**config.mk**
```make
export PLATFORM = sky130hd
export DESIGN_NAME = rr_arbiter_hold
export DESIGN_NICKNAME = d
export VERILOG_FILES = /design/src/rtl/rr_arbiter_hold.sv
export SDC_FILE = /design/constraint.sdc
export NUM_CORES = 1
export LEC_CHECK = 0
export CORE_MARGIN = 2
export CORE_UTILIZATION = 50
export CTS_CLUSTER_SIZE = 28
export DETAILED_ROUTE_END_ITERATION = 8
export DONT_BUFFER_PORTS = 1
export GPL_TIMING_DRIVEN = 1
export PLACE_DENSITY_LB_ADDON = 0.05
export SYNTH_ARGS = -nofsm -noshare
export SYNTH_HDL_FRONTEND = slang
export SYNTH_SLANG_ARGS = --single-unit
```
**constraint.sdc**
```tcl
create_clock -name clk -period 2 [get_ports clk]
set_clock_uncertainty 0.15 [all_clocks]
set_input_delay 0.3 -clock clk [delete_from_list [all_inputs] [get_ports clk]]
set_output_delay 0.3 -clock clk [all_outputs]
set_load 0.005 [all_outputs]
```
**src/rtl/rr_arbiter_hold.sv**
```systemverilog
// rr_arbiter_hold
//   Round-robin arbiter with grant hold for multi-cycle transactions.
//   The grant is registered, one-hot, and stays on the winner until the
//   holder signals done_i. Priority rotates to the index after the last
//   holder. On release the next winner is loaded in the same edge, so
//   back-to-back grants have no idle bubble.
//
//   Optional macro ARB_TIMEOUT_EN: adds a hold counter that forces a
//   release after TIMEOUT_CYCLES BUSY cycles and pulses timeout_o.
//   Without it, timeout_o is tied low and TIMEOUT_CYCLES is unused.
//
// Ports
//   clk          rising-edge clock
//   reset_n      asynchronous active-low reset
//   req_i        request vector, level-sensitive
//   done_i       current holder releases the resource this cycle
//   gnt_o        registered one-hot grant, zero when idle
//   gnt_id_o     binary index of the current grant (0 when idle)
//   gnt_valid_o  high while a grant is held
//   timeout_o    one-cycle pulse after a forced release
module rr_arbiter_hold #(
   parameter int NUM_REQ        = 4,
   parameter int TIMEOUT_CYCLES = 16,
   localparam int IDX_W         = $clog2(NUM_REQ)
) (
   input  logic               clk,
   input  logic               reset_n,
   input  logic [NUM_REQ-1:0] req_i,
   input  logic               done_i,
   output logic [NUM_REQ-1:0] gnt_o,
   output logic [IDX_W-1:0]   gnt_id_o,
   output logic               gnt_valid_o,
   output logic               timeout_o
);

   typedef enum logic {IDLE, BUSY} state_t;

   state_t             state, state_d;
   logic [IDX_W-1:0]   ptr, ptr_d;
   logic [NUM_REQ-1:0] gnt, gnt_d;
   logic [IDX_W-1:0]   gnt_id, gnt_id_d;
   logic               to_q, to_d;

   logic [IDX_W-1:0]   rel_ptr;   // index after the current holder, mod NUM_REQ
   logic [IDX_W-1:0]   start;     // first index searched this cycle
   logic [IDX_W-1:0]   win;
   logic               found;
   logic               expire;
   logic               release_c;
   logic               load;

   // First set request searching start, start+1, ... wrapping at NUM_REQ.
   // Iterating from the far end lets the nearest hit overwrite the others.
   function automatic logic [IDX_W:0] search(input logic [IDX_W-1:0] s,
                                              input logic [NUM_REQ-1:0] r);
      logic [IDX_W-1:0] w;
      logic             f;
      int               idx;
      w = '0;
      f = 1'b0;
      for (int i = NUM_REQ - 1; i >= 0; i--) begin
         idx = int'(s) + i;
         if (idx >= NUM_REQ) idx = idx - NUM_REQ;
         if (r[idx]) begin
            f = 1'b1;
            w = IDX_W'(idx);
         end
      end
      return {f, w};
   endfunction

`ifdef ARB_TIMEOUT_EN
   localparam int CNT_W = $clog2(TIMEOUT_CYCLES + 1);
   logic [CNT_W-1:0] cnt, cnt_d;

   // cnt holds the number of completed BUSY cycles of the current grant,
   // so the TIMEOUT_CYCLES-th BUSY cycle is the one with cnt == T-1.
   assign expire = (state == BUSY) && !done_i &&
                   (cnt == CNT_W'(TIMEOUT_CYCLES - 1));
   assign cnt_d  = (state == BUSY && !release_c) ? cnt + 1'b1 : '0;

   always_ff @(posedge clk or negedge reset_n) begin
      if (!reset_n) cnt <= '0;
      else          cnt <= cnt_d;
   end
`else
   logic unused_timeout;
   assign unused_timeout = (TIMEOUT_CYCLES > 0);
   assign expire         = 1'b0;
`endif

   assign rel_ptr   = (gnt_id == IDX_W'(NUM_REQ - 1)) ? '0 : gnt_id + 1'b1;
   assign release_c = (state == BUSY) && (done_i || expire);
   assign start     = (state == IDLE) ? ptr : rel_ptr;
   assign {found, win} = search(start, req_i);
   assign load      = found && ((state == IDLE) || release_c);

   // State and output registers
   always_ff @(posedge clk or negedge reset_n) begin
      if (!reset_n) begin
         state  <= IDLE;
         ptr    <= '0;
         gnt    <= '0;
         gnt_id <= '0;
         to_q   <= 1'b0;
      end else begin
         state  <= state_d;
         ptr    <= ptr_d;
         gnt    <= gnt_d;
         gnt_id <= gnt_id_d;
         to_q   <= to_d;
      end
   end

   // Next state
   always_comb begin
      state_d = state;
      case (state)
         IDLE:    if (found) state_d = BUSY;
         BUSY:    if (release_c) state_d = found ? BUSY : IDLE;
         default: state_d = IDLE;
      endcase
   end

   // Next register values for pointer, grant and timeout pulse
   always_comb begin
      ptr_d    = ptr;
      gnt_d    = gnt;
      gnt_id_d = gnt_id;
      to_d     = expire;
      if (release_c) begin
         ptr_d    = rel_ptr;
         gnt_d    = '0;
         gnt_id_d = '0;
      end
      if (load) begin
         gnt_d    = NUM_REQ'(1) << win;
         gnt_id_d = win;
      end
   end

   assign gnt_o       = gnt;
   assign gnt_id_o    = gnt_id;
   assign gnt_valid_o = |gnt;
   assign timeout_o   = to_q;

endmodule

```
After elaboration in Yosys (flattened, before gate mapping)
Index checks and enable logic that the tools add are counted.
W data, S select, Z words.

word-level totals
  input port bits = 7
  register bits after elaboration = 9

cells by class
  magnitude comparators = 8
  shifts and indexed selects = 1
  bitwise operators = 1
  $add $sub $neg = 8
  reductions and logical operators = 5
  equal/unequal tests = 1
  muxes and demuxes = 33

operators with widths
  kind                   number
  $lt A32 B4 Y1 const B  4
  $mux W32               4
  $mux W2                8
  $mux W1                14
  $sub A3 B3 Y4 const B  3
  $ge A3 B3 Y1 const B   3
  $bmux W1 S2            4
  $mux W4                2
  $add A2 B2 Y3 const B  2
  $reduce_or A4 Y1       1
  $shl A1 B2 Y4 const A  1
  $sub A2 B3 Y4 const B  1
  $add A2 B1 Y3 const B  1
  $ge A2 B3 Y1 const B   1
  $add A2 B1 Y2 const B  1
  $eq A2 B2 Y1 const B   1
  $logic_and A1 B1 Y1    2
  $pmux W1 S2            1
  $reduce_bool A2 Y1     1
  $logic_or A1 B1 Y1     1
  $not A1 Y1             1

Longest topological paths before layout
Gate-level depths: netlist of run 1.

  depth after elaboration = 16
  depth in mapped cells = 7
  depth with buffers taken out = 6

Worst setup path after synthesis of run 1
Ideal clock, no wire load.

  path type = register to register
  start = register gnt_id[0] (netlist: gnt_id_o[0])
  end = register gnt[1] (netlist: gnt_o[1])
  stages on the path, launching flop included = 7
  path slack = -0.135 ns
  clock period less this slack = 2.135 ns
  path buffers = 0
  arrival time = 1.895 ns
  setup time = 0.090 ns
  cell sequence = dfrtp_1 ha_1 mux2i_4 o221ai_2 a222oi_1 nand2_1 o221ai_1

on the way
  longest elaborated chain between the ends = 15
  elaborated cells on any way between the ends = 43
  those cells by class = 8 x add/sub; 4 x order compare; 1 x eq/ne; 1 x shift; 27 x mux; 2 x reduce/logical

RTL lines
  item                                                         line     source
  start: declaration                                           41       logic [IDX_W-1:0] gnt_id, gnt_id_d;
  start signal: assignment                                     110      gnt_id <= gnt_id_d;
  $add A2 B1 Y2 / $eq A2 B2 Y1 (equally long branches)         92       assign rel_ptr = (gnt_id == IDX_W'(NUM_REQ - 1)) ? '0 : gnt_id + 1'b1;
  $mux W2 *                                                    92
  named net rel_ptr[1]                                         44       logic [IDX_W-1:0] rel_ptr;
  $mux W2 *                                                    94       assign start = (state == IDLE) ? ptr : rel_ptr;
  $add A2 B2 Y3                                                62       idx = int'(s) + i;
  $sub A3 B3 Y4 / $ge A3 B3 Y1 (equally long branches)         63       if (idx >= NUM_REQ) idx = idx - NUM_REQ;
  $mux W32                                                     63
  $bmux W1 S2                                                  64       if (r[idx]) begin
  $mux W1 (not written as such) (2 in series)                  64
  $mux W2 / $mux W1 (equally long branches) (4 in series)      64
  $shl A1 B2 Y4 / $logic_and A1 B1 Y1 (equally long branches)  137, 96
  $mux W4 / $reduce_bool A2 Y1 (equally long branches)         -
  end signal: assignment                                       109      gnt <= gnt_d;
  end: declaration                                             40       logic [NUM_REQ-1:0] gnt, gnt_d;

Mark *: on every way through the listed nets, which the timed path passes. The rest lies on a longest branch. The select of a mux whose other input is x is not followed.
A chain may end at the register's enable or synchronous reset.

Worst setup path in the final report of run 1
  start = register gnt_id[0] (netlist: gnt_id_o[0])
  end = register gnt[3] (netlist: gnt_o[3])

The elaborated chain is that of the path after synthesis.

==> impl_metrics.py, run 1 <==
metrics = {
    "status": {
        "status": "finished, violations left",
        "violations": "setup timing",
    },
    "setup_path": {
        "critPathSlowestCell": "dfrtp_2",
        "path_delay_family": "compound AO/OA/AOI/OAI gates",
        "crit_chain": "ha_4, mux2_4, a222oi_1, buf_4, o2bb2ai_4, a22oi_1, o221ai_1",
        "critical_path.max_stage_delay_ps": 430,
        "path_buf_inv": 1,
        "crit_required_ps": 1980,
        "critPathKind": "reg2reg",
        "crit_path_end_kind": "flop",
        "path_max_fanout": 6,
        "crit_path_start_kind": "flop",
        "cp.arrival_ps": 2020,
    },
    "sta": {
        "slew_violations": 0,
        "setup_viol": 1,
        "hold_violations": 0,
        "fin_ws_ps": -36.8,
        "fmax_mhz": 491,
        "rsz0062_at_grt": "true",
        "min_period_ps": 2040,
        "period_share_pct": 102,
        "whs_ps": 37.0,
    },
    "grt": {
        "grt_overflow": 0,
        "grt_max_degree": 11,
        "grt_first_pass_wirelength_um": 2840,
        "grt_usage_pct": 25.8,
        "grt_pass1_vias": 655,
        "antenna_found_initial": 0,
    },
    "synthesis": {
        "netlist.area_leader.share_pct": 32.4,
        "synth_edf_count": 0,
        "synth_ff_type": "dfrtp_1",
        "avgSynthCellArea_sq_um": 8.68,
        "yosys.cell_count.top_type": "nand2_1",
        "yosys-top-cells-area": "dfrtp_1, nand2_1, a22oi_1",
        "synthCells": 80,
        "ys_ff_latch": 9,
        "netlist_top_cells_count": "nand2_1, dfrtp_1, a21oi_1, a22oi_1, nor2_1",
        "yosysUniqueCellTypes": 34,
        "async_flop_share_pct": 100,
        "seq_area_frac_synth_pct": 32.4,
        "synth_area_leader_cell": "dfrtp_1",
        "ys_warn_count": 0,
        "syn_nets": 88,
        "syn-cell-area_sq_um": 694,
    },
    "cells_and_area": {
        "area.growth.synth_to_final_pct": 26.5,
        "nets": 101,
        "finalInstanceArea_sq_um": 878,
        "diodes": 0,
        "drive_gt1_share_pct": 29.3,
        "fin_cells": 107,
    },
    "placement": {
        "portBuffers": 0,
        "place_congestion": 0.811,
        "place_area_sq_um": 752,
        "dp.cells": 98,
        "dp_hpwl_um": 1320,
    },
    "cts": {
        "clkTransAtPathRegs_ps": 60,
        "cts_sinks": 9,
        "cts_max_path_buffers": 2,
        "cts_tree": "built",
        "worstSkewPairLatency_ps": 270,
        "cts_buffers": 3,
        "clock-root-buffer": "clkbuf_4",
        "htreeDepth": 1,
    },
    "route": {
        "dr.pass1.iters": 4,
        "antenna_left": 0,
        "drc_errors": 0,
        "post_drt_via_cell_ratio": 6.85,
        "drt-initial-drc-count": 48,
        "routed-via-count": 733,
        "wirelength_um": 1880,
        "wire_per_inst_um": 17.6,
    },
    "floorplanning": {
        "core_sq_um": 1300,
        "die-area_sq_um": 1700,
        "die_x_um": 41.3,
        "rows": 13,
        "initial_core_util_pct": 53.4,
        "die_h_um": 41.3,
        "io_pins": 15,
    },
    "power": {
        "power_density_nw_per_um2": 1710,
        "irDropWorstVdd_uv": 724,
        "p_leak_nw": 0.370,
    },
    "job": {
        "max_cap_violations": 0,
    },
    "hold_path": {
        "hp-class": "in2reg",
    },
}
==> cell type report <==
cell class / instances / area [sq um]
clock buffers: 4 / 26.3
fillers: 110 / 423
inverters: 3 / 11.3
multi-input cells: 63 / 492
flip-flops and latches: 9 / 228
well taps: 15 / 18.8
repair buffers: 13 / 103
==> placed cells by master, fill, tap and decap left out, types with 2 or more instances in the layout <==
cell           Yosys  routed
a21oi_1            5       5
a222oi_1           2       2
a22oi_1            5       5
buf_4              2      11
clkbuf_4           0       3
dfrtp_1            9       7
dfrtp_2            0       2
dlygate4sd3_1      0       2
inv_1              3       3
nand2_1           11      10
nand3_1            3       3
nor2_1             5       5
o211ai_1           3       3
o21ai_0            4       3
o221ai_1           3       2
==> flip-flops by register name, indices dropped and copies added, names as in the netlist <==
signal / count
gnt_id_o: 2
gnt_o: 4
ptr: 2
state: 1
==> repair_timing <==
| item | CTS | global route |
|---|---|---|
| hold buffers | 2 | 0 |
| gates resized for setup | 8 | 4 |
| pin swaps | 7 | 7 |
| setup endpoints to repair | 2 | 5 |
| buffers inserted | 3 | 0 |
| endpoints found under the hold margin | 10 | 0 |
==> cells by family (layout without fill, tap and decap cells) <==
logic type / Yosys count / in the layout / synth area share [%]
and+or+nand+nor: 28 / 28 / 19.5
buffers and inverters: 8 / 20 / 6.66
muxes: 3 / 3 / 6.49
DFF: 9 / 9 / 32.4
AOI/OAI and AO/OA: 30 / 30 / 32.6
adders and majority gates: 1 / 1 / 1.80
other: 1 / 1 / 0.540
==> path summary, 6_finish.rpt <==
path,startpoint,end,slack [ps],cells past startpoint
worst min register to register,ptr[0],ptr[0],400,2
max in group asynchronous,reset_n,gnt_id_o[0],1100,1
worst max-delay path,gnt_id_o[0],gnt_o[3],-40,7
min in group asynchronous,reset_n,gnt_o[2],260,1
worst min-delay path,done_i,gnt_id_o[1],40,2
worst max register to register,gnt_id_o[0],gnt_o[3],-40,7
==> power breakdown <==
part,leakage (nW),total (mW),internal (mW),switching [mW]
logic,0.247,0.988,0.537,0.452
clock network,0.0150,0.147,0.0772,0.0695
registers,0.108,0.371,0.260,0.111
==> through the flow <==
stage	total power, mW	utilization, %	TNS [ps]	setup slack (ps)
finish	1.51	67.5	-36.8	-36.8
global route	1.61	67.5	-312	-120
CTS	1.46	66.6	-3.21	-3.21
detailed placement	1.14	57.8	-50.6	-40.8
global placement	1.12	57.8	-19.1	-19.1
floorplan	0.928	-	-15.7	-7.87
==> metal layers <==
layer	vias to the layer above	global-route usage [%]	routed length (um)
met2	43	38.3	835
met4	0	12.1	54
li1	327	-	-
met5	-	0	0
met3	8	8.70	161
met1	355	33.4	831
No activity file was read; power rests on OpenSTA's default activity.
==> inputs of run 2 (changes only) <==
--- a/config.mk
+++ b/config.mk
@@ -11,7 +11,7 @@
 export DETAILED_ROUTE_END_ITERATION = 8
 export DONT_BUFFER_PORTS = 1
 export GPL_TIMING_DRIVEN = 1
-export PLACE_DENSITY_LB_ADDON = 0.05
+export PLACE_DENSITY = 0.73
 export SYNTH_ARGS = -nofsm -noshare
 export SYNTH_HDL_FRONTEND = slang
 export SYNTH_SLANG_ARGS = --single-unit
==> impl_metrics.py, run 2 (same netlist as run 1, synthesis figures left out) <==
metrics = {
    "route": {
        "wirelength_um": 1910,
        "drc_errors": 0,
        "dr.pass1.iters": 4,
        "post_drt_via_cell_ratio": 6.57,
        "routed-via-count": 716,
        "antenna_left": 0,
        "drt-initial-drc-count": 29,
        "wire_per_inst_um": 17.5,
    },
    "placement": {
        "place_congestion": 0.865,
        "dp_hpwl_um": 1330,
        "dp.cells": 98,
        "portBuffers": 0,
    },
    "hold_path": {
        "hp-class": "in2reg",
    },
    "sta": {
        "period_share_pct": 104,
        "hold_violations": 0,
        "min_period_ps": 2080,
        "fin_ws_ps": -75.6,
        "fmax_mhz": 482,
        "slew_violations": 0,
        "setup_viol": 3,
        "rsz0062_at_grt": "true",
    },
    "setup_path": {
        "critical_path.max_stage_delay_ps": 440,
        "critPathSlowestCell": "dfrtp_2",
        "crit_path_start_kind": "flop",
        "path_max_fanout": 5,
        "critPathKind": "reg2reg",
        "endpoint": "gnt_o[3]",
        "cp.arrival_ps": 2070,
        "rr_worst_depth": 7,
        "r2r_start": "gnt_id_o[0]",
        "path_buf_inv": 1,
        "reg2reg_to": "gnt_o[3]",
        "path_delay_family": "compound AO/OA/AOI/OAI gates",
        "rrSetupSlack_ps": -80,
        "critPathLaunch": "gnt_id_o[0]",
        "crit_required_ps": 2000,
        "crit_cells": 7,
        "crit_path_end_kind": "flop",
        "crit_chain": "ha_4, mux2_4, a222oi_1, buf_4, o2bb2ai_2, a22oi_2, o221ai_2",
    },
    "grt": {
        "grt_overflow": 0,
        "grt_use_met2_pct": 40.6,
        "grt_first_pass_wirelength_um": 2890,
        "antenna_found_initial": 0,
        "grt_pass1_vias": 623,
        "gr-usage-met3_pct": 8.15,
        "grt_usage_pct": 27.0,
        "grt_use_met1_pct": 34.1,
        "grt_busiest_layer": "met2",
        "grt_max_degree": 10,
    },
    "floorplanning": {
        "core_sq_um": 1300,
        "io_pins": 15,
        "die_h_um": 41.3,
        "initial_core_util_pct": 53.4,
        "die-area_sq_um": 1700,
        "die_x_um": 41.3,
        "rows": 13,
    },
    "status": {
        "violations": "setup timing",
        "status": "finished, violations left",
    },
    "cells_and_area": {
        "final_core_util_pct": 68.3,
        "nets": 103,
        "final_common_cell": "buf_4",
        "diodes": 0,
        "fill_cells": 113,
        "drive_gt1_share_pct": 34.0,
        "final_cell_mix": "buf_4, nand2_1, dfrtp_1",
        "largest_register_ff_count": 4,
        "fin_cells": 109,
        "area.growth.synth_to_final_pct": 27.9,
    },
    "cts": {
        "htreeDepth": 1,
        "cts_buffers": 3,
        "clkTransAtPathRegs_ps": 60,
        "cts_tree": "built",
        "worstSkewPairLatency_ps": 270,
        "cts_max_path_buffers": 2,
        "cts_sinks": 9,
        "clock-root-buffer": "clkbuf_4",
    },
    "power": {
        "irDropWorstVdd_uv": 802,
        "p_leak_nw": 0.384,
        "power_density_nw_per_um2": 1790,
    },
    "job": {
        "max_cap_violations": 0,
    },
}
[run 2: cell types whose count changed in the layout (fill, tap and decap cells not counted), sizes merged]
| cell | before | now |
|---|---|---|
| buf | 11 | 13 |
[run 2: routing by layer]
metal | vias to the layer above | share of wire (%)
li1 | 334 | -
met1 | 334 | 39
met2 | 41 | 51
met3 | 7 | 8.2
met4 | 0 | 1.6
met5 | - | 0
[run 2: how the worst min path moves through the flow]
stage            start           to  slack, ps  cells after the start
2_1_floorplan  reset_n  gnt_id_o[0]       -150                      0
3_3_place_gp   reset_n        state       -150                      0
3_5_place_dp   reset_n        state       -150                      0
4_1_cts         done_i  gnt_id_o[1]         40                      2
5_1_grt         done_i  gnt_id_o[0]         50                      2
6_report        done_i  gnt_id_o[1]         40                      2
[run 2: area by class of cell]
type                    count  area [sq um]  area share, %
repair buffers             15           118           13.2
well taps                  15          18.8           2.11
clock buffers               4          26.3           2.96
flip-flops and latches      9           228           25.6
multi-input cells          63           487           54.8
inverters                   3          11.3           1.27
[run 2: worst reg2reg max path, cell delays in order (launching register included)]
cell       delay, ps
dfrtp_2          440
ha_4             280
mux2_4           280
a222oi_1         260
buf_4            190
o2bb2ai_2        100
a22oi_2          160
o221ai_2         110
[run 2: timing repair]
item | in CTS | in global routing
hold buffers | 2 | 0
endpoints found under the setup margin | 3 | 5
buffers inserted | 4 | 1
hold endpoints to repair | 10 | 0
pin swaps | 6 | 3
gates resized for setup | 11 | 3
[run 2: metrics by stage]
stage	cell area, sq um	setup TNS, ps	total power, mW	setup WS (ps)	hold WS, ps
after floorplan	709	-15.7	0.928	-7.87	-146
after global placement	752	-14.0	1.11	-14.0	-145
after detailed placement	752	-144	1.14	-72.6	-145
after CTS	881	-14.3	1.51	-14.3	44.6
after global routing	888	-551	1.70	-143	51.3
final	888	-209	1.59	-75.6	44.9
[run 2: report_power, final]
group          internal, mW  switching (mW)
combinational         0.594           0.474
clock                0.0772          0.0674
sequential            0.260           0.114
